File: config.mk
export PLATFORM = sky130hd
export DESIGN_NAME = mem_access_stage
export DESIGN_NICKNAME = d
export VERILOG_FILES = /design/src/rtl/mem_access_stage.sv
export SDC_FILE = /design/constraint.sdc
export NUM_CORES = 1
export LEC_CHECK = 0
export CAP_MARGIN = 20
export CORE_AREA = 2 2 109 111
export CTS_CLUSTER_SIZE = 30
export DETAILED_ROUTE_END_ITERATION = 12
export DIE_AREA = 0 0 111 113
export GPL_TIMING_DRIVEN = 0
export PLACE_DENSITY = 0.87
export RECOVER_POWER = 25
export SLEW_MARGIN = 20
export SYNTH_ARGS = -nofsm -noshare
export SYNTH_HDL_FRONTEND = slang
export SYNTH_SLANG_ARGS = --single-unit
File: constraint.sdc
create_clock -name clock -period 2.4 [get_ports clock]
set_clock_uncertainty 0.2 [all_clocks]
set_input_delay 0.48 -clock clock [delete_from_list [all_inputs] [get_ports clock]]
set_output_delay 0.48 -clock clock [all_outputs]
set_load 0.02 [all_outputs]
File: src/rtl/mem_access_stage.sv
// MIPS32 MEM stage: drives a handshaked data memory for byte/half/word loads and stores,
// stalls the pipeline while memory is slow and hands a result or bubble to MEM/WB.
module mem_access_stage #(
    parameter int unsigned TIMEOUT_CYCLES = 16
) (
    input  logic        clock,
    input  logic        reset,
    input  logic        em_mem_read,
    input  logic        em_mem_write,
    input  logic        em_mem_byte,
    input  logic        em_mem_half,
    input  logic        em_mem_signed,
    input  logic        em_reg_write,
    input  logic        em_mem_to_reg,
    input  logic [31:0] em_alu_result,
    input  logic [31:0] em_store_data,
    input  logic [4:0]  em_rt_rd,
    output logic        dmem_req,
    output logic        dmem_we,
    output logic [29:0] dmem_addr,
    output logic [3:0]  dmem_be,
    output logic [31:0] dmem_wdata,
    input  logic [31:0] dmem_rdata,
    input  logic        dmem_ready,
    output logic        me_reg_write,
    output logic        me_mem_to_reg,
    output logic [31:0] me_mem_read_data,
    output logic [31:0] me_alu_result,
    output logic [4:0]  me_rt_rd,
    output logic        me_stall,
    output logic        me_addr_error,
    output logic        me_bus_error,
    output logic [31:0] me_fault_addr
);

    typedef enum logic {S_IDLE, S_WAIT} state_t;

    localparam logic [7:0] WCNT_LAST = 8'(TIMEOUT_CYCLES - 1);

    state_t      state_q, state_d;
    logic [7:0]  wcnt_q, wcnt_d;
    logic [31:0] fault_addr_q, fault_addr_d;

    logic        is_byte, is_half, is_word;
    logic        access, misaligned, bubble;
    logic [7:0]  load_byte;
    logic [15:0] load_half;

    assign is_byte    = em_mem_byte;
    assign is_half    = ~em_mem_byte & em_mem_half;
    assign is_word    = ~em_mem_byte & ~em_mem_half;
    assign access     = em_mem_read | em_mem_write;
    assign misaligned = access & ((is_half & em_alu_result[0]) |
                                  (is_word & (em_alu_result[1:0] != 2'b00)));

    assign dmem_addr     = em_alu_result[31:2];
    assign dmem_we       = dmem_req & em_mem_write;
    assign me_alu_result = em_alu_result;
    assign me_rt_rd      = em_rt_rd;
    assign me_fault_addr = fault_addr_q;
    assign me_reg_write  = em_reg_write & ~bubble;
    assign me_mem_to_reg = em_mem_to_reg & ~bubble;

    always_comb begin
        dmem_be    = 4'b1111;
        dmem_wdata = em_store_data;
        if (is_byte) begin
            dmem_be    = 4'b0001 << em_alu_result[1:0];
            dmem_wdata = {4{em_store_data[7:0]}};
        end else if (is_half) begin
            dmem_be    = em_alu_result[1] ? 4'b1100 : 4'b0011;
            dmem_wdata = {2{em_store_data[15:0]}};
        end
    end

    // Little-endian lane select, then zero/sign extension to 32 bits.
    always_comb begin
        case (em_alu_result[1:0])
            2'd0:    load_byte = dmem_rdata[7:0];
            2'd1:    load_byte = dmem_rdata[15:8];
            2'd2:    load_byte = dmem_rdata[23:16];
            default: load_byte = dmem_rdata[31:24];
        endcase
        load_half = em_alu_result[1] ? dmem_rdata[31:16] : dmem_rdata[15:0];
        if (is_byte) begin
            me_mem_read_data = {{24{em_mem_signed & load_byte[7]}}, load_byte};
        end else if (is_half) begin
            me_mem_read_data = {{16{em_mem_signed & load_half[15]}}, load_half};
        end else begin
            me_mem_read_data = dmem_rdata;
        end
    end

    always_comb begin
        state_d       = state_q;
        wcnt_d        = wcnt_q;
        fault_addr_d  = fault_addr_q;
        dmem_req      = 1'b0;
        me_stall      = 1'b0;
        bubble        = 1'b0;
        me_addr_error = 1'b0;
        me_bus_error  = 1'b0;
        case (state_q)
            S_IDLE: begin
                if (access) begin
                    if (misaligned) begin
                        me_addr_error = 1'b1;
                        bubble        = 1'b1;
                        fault_addr_d  = em_alu_result;
                    end else begin
                        dmem_req = 1'b1;
                        if (!dmem_ready) begin
                            me_stall = 1'b1;
                            bubble   = 1'b1;
                            state_d  = S_WAIT;
                            wcnt_d   = 8'd1;
                        end
                    end
                end
            end
            S_WAIT: begin
                dmem_req = 1'b1;
                if (dmem_ready) begin
                    state_d = S_IDLE;
                    wcnt_d  = 8'd0;
                end else if (wcnt_q == WCNT_LAST) begin
                    dmem_req     = 1'b0;
                    me_bus_error = 1'b1;
                    bubble       = 1'b1;
                    fault_addr_d = em_alu_result;
                    state_d      = S_IDLE;
                    wcnt_d       = 8'd0;
                end else begin
                    wcnt_d   = wcnt_q + 8'd1;
                    me_stall = 1'b1;
                    bubble   = 1'b1;
                end
            end
            default: state_d = S_IDLE;
        endcase
        // Reset also silences the combinational request/stall path, not just the state.
        if (reset) begin
            dmem_req      = 1'b0;
            me_stall      = 1'b0;
            bubble        = 1'b1;
            me_addr_error = 1'b0;
            me_bus_error  = 1'b0;
        end
    end

    always_ff @(posedge clock or posedge reset) begin
        if (reset) begin
            state_q      <= S_IDLE;
            wcnt_q       <= 8'd0;
            fault_addr_q <= 32'd0;
        end else begin
            state_q      <= state_d;
            wcnt_q       <= wcnt_d;
            fault_addr_q <= fault_addr_d;
        end
    end

endmodule
==> flow_metrics.tcl, run 1 <==
set metrics [dict create \
    report.final.slew_viol_count 0 \
    crit-reg2reg-capture "me_fault_addr[30]" \
    slowest_delay_ns 0.48 \
    crit_family "multiplexers" \
    reg2reg_setup_slack_ns 0.28 \
    grt_pass1_wl_um 20600 \
    grt_max_degree 33 \
    syn_area_um2 3590 \
    reg2reg_from "wcnt_q[5]" \
    crit_type "input pin to output pin" \
    p_total_mw 3.41 \
    final_cell_mix "clkdlybuf4s50_1 (128), buf_4 (98), dlygate4sd2_1 (47)" \
    drive_gt1_frac 0.381 \
    power_density_nw_per_um2 486 \
    routed_wl_um 13800 \
    run_status "complete, but fails checks" \
    grtUsageTotal 0.201 \
    fin_ws_ns -0.168 \
    worstPathMaxFanout 8 \
    max-vdd-ir-drop_mv 0.377 \
    crit_path_end_kind "output pin" \
    global_route.overflow_total 0 \
    synth_edf_count 0 \
    start_kind "input pin" \
    port_buffers 276 \
    dr.pass1.iters 4 \
    leakage_nw 3.73 \
    wl_per_cell_um 17.1 \
    root_buffer "clkbuf_16" \
    ys_async_sr_fraction 1.00 \
    rsz0062_at_grt "true" \
    dp_slack_ns -1.28 \
    worst_path_most_repeated_cell "buf_6" \
    cp_cell_sequence "buf_12 > mux4_2 > and2_4 > o21a_4 > buf_6 > a21o_1 > buf_6" \
    antenna_left 0 \
    grt_pass1_vias 4081 \
    hold_violations 0 \
    worstMarginPinSlew_ns 0.773 \
    cp_num_buf_inv 3 \
    relSlewSlack 0.485 \
    final_common_cell "clkdlybuf4s50_1" \
    violations "negative setup slack" \
    slowest_stage "mux4_2" \
    clkLatencyLatePin_ns 0.28 \
    synth_fp_nets 476 \
    period_minus_slack_ns 2.57 \
    drv_cap 0 \
    ios 285 \
    antenna_found_initial 2 \
    switchingPower_mw 1.19 \
    cts_max_level 2 \
    initial_core_util 0.319 \
    clock-sinks 41 \
    min_path_type "input pin to asynchronous set/reset pin" \
    yosys_warnings 0 \
    intPower_mw 2.22 \
    p_seq_frac 0.271 \
    finalSetupViolCount 30 \
    area_growth_pct 95.0 \
    required_ns 1.72 \
    utilization 0.622 \
    synth-seq-cells 41 \
    synthCells 364 \
    dp_hpwl_um 11000 \
    reg2regPathDepth 5 \
    drtIter0Drc 100 \
    pwr-share-comb 0.543 \
    fmax_mhz 389 \
    die_y_um 113 \
    ctsLongestPathBuffers 2 \
    setup_tns_ns -2.18 \
    die_width_um 111 \
    ctsHoldBuffers 0 \
    syn_avg_cell_area_um2 9.87 \
    finalCritPeriodShare 1.07 \
    worstPathArrival_ns 1.89 \
    avgViaCountPerCell 4.85 \
    synth_cell_types 51 \
    rows 39 \
    dieArea_um2 12500 \
    synth_top_flop_cell "dfrtp_1" \
    routabilityCongestion 0.895 \
    clk_pin_slew_worst_paths_ns 0.06 \
    fp.coreArea_um2 11300 \
    vias 3925 \
    cts_tree "yes" \
    nNetsFinal 775 \
    route.detailed.drc 0 \
    switching_share 0.348 \
    ys_seq_area_frac 0.286 \
    clockPowerShare 0.186 \
    numCtsBuffers 5 \
]
sequential cells by signal, indices dropped and copies added (netlist names):
register,count
me_fault_addr,32
wcnt_q,8
state_q,1
worst reg2reg max path, stage by stage, from the launching register on:
cell	delay [ns]
dfrtp_1	0.42
nor3_1	0.51
nand3_2	0.18
o31a_4	0.22
buf_12	0.18
mux2_4	0.30
metal layers:
| layer | GRT usage | vias to the layer above | routed length, um |
|---|---|---|---|
| met2 | 0.401 | 225 | 7520 |
| met4 | 0.0533 | 0 | 362 |
| li1 | - | 1808 | - |
| met3 | 0.0648 | 27 | 1350 |
| met1 | 0.198 | 1865 | 4570 |
| met5 | 0 | - | 0 |
power by group through the flow:
stage | sequential [mW] | clock (mW) | combinational (mW)
after floorplan | 1.08 | 0 | 0.773
after global placement | 0.922 | 0 | 1.80
after detailed placement | 0.934 | 0 | 1.83
after CTS | 0.921 | 0.652 | 1.81
after global routing | 0.941 | 0.669 | 1.94
final | 0.923 | 0.635 | 1.85
logic make-up after synthesis:
| kind of cell | after synthesis | share of synthesized area |
|---|---|---|
| XOR/XNOR | 1 | 0.00244 |
| adder cells (fa/ha/maj) | 1 | 0.00348 |
| flip-flops | 41 | 0.286 |
| multiplexers | 58 | 0.237 |
| buffers and inverters | 110 | 0.218 |
| AND/OR/NAND/NOR | 81 | 0.114 |
| AO/OA/AOI/OAI | 72 | 0.140 |
worst max-delay path by stage:
| stage | from | endpoint | slack, ns | cells after the start |
|---|---|---|---|---|
| floorplan | em_alu_result[1] | me_mem_read_data[21] | 0.03 | 5 |
| detailed placement | em_alu_result[1] | me_mem_read_data[22] | -1.28 | 7 |
| global route | em_alu_result[1] | me_mem_read_data[29] | -0.20 | 7 |
| global placement | em_alu_result[1] | me_mem_read_data[0] | -1.27 | 7 |
| CTS | em_alu_result[1] | me_mem_read_data[23] | -0.16 | 7 |
| finish | em_alu_result[1] | me_mem_read_data[29] | -0.17 | 7 |
stage by stage:
step,hold slack [ns],instances,area (um^2)
finish,0.152,809,7010
detailed placement,0.296,784,6560
global route,0.215,809,7010
global placement,0.290,783,6540
CTS,0.0583,802,6740
floorplan,0.295,364,3600
final cells by class:
| type | count | area (um^2) |
|---|---|---|
| multi-input cells | 213 | 1930 |
| fillers | 909 | 4270 |
| flip-flops and latches | 41 | 1030 |
| clock buffers | 6 | 129 |
| plain buffers | 94 | 782 |
| well taps | 143 | 179 |
| diodes | 2 | 5.00 |
| clock inverters | 2 | 10.0 |
| repair buffers | 294 | 2900 |
| inverters | 14 | 52.6 |
Yosys cell counts, types with 2 or more instances:
library cell / count / area [um^2]
o21ai_0: 15 / 75.1
buf_2: 2 / 10.0
inv_1: 14 / 52.6
o211ai_1: 2 / 15.0
buf_12: 3 / 60.1
clkbuf_1: 10 / 37.5
mux2_2: 13 / 146
a221o_1: 2 / 20.0
a22oi_1: 9 / 67.6
nor2_1: 10 / 37.5
nand3_1: 4 / 20.0
a21oi_1: 13 / 65.1
nand2_1: 38 / 143
mux2_4: 30 / 450
clkbuf_8: 2 / 27.5
a21o_1: 18 / 135
mux4_2: 7 / 158
nor3b_1: 9 / 67.6
buf_4: 76 / 571
buf_6: 2 / 22.5
mux2i_1: 7 / 70.1
dfrtp_1: 41 / 1030
nand2b_1: 2 / 12.5
a31oi_1: 3 / 18.8
a22o_1: 2 / 17.5
nor3_1: 5 / 25.0
timing repair:
action	CTS	global route
setup endpoints to repair	127	78
cloned	2	0
setup buffers	10	6
resized for setup	330	101
pin swaps	7	7
Power figures use the tool's default switching activity.
==> run 2, diff against run 1 <==
Settings changed: CAP_MARGIN 20 to 5.
==> results of run 2 <==
Final layout, timing and power as in run 1 (identical DEF).
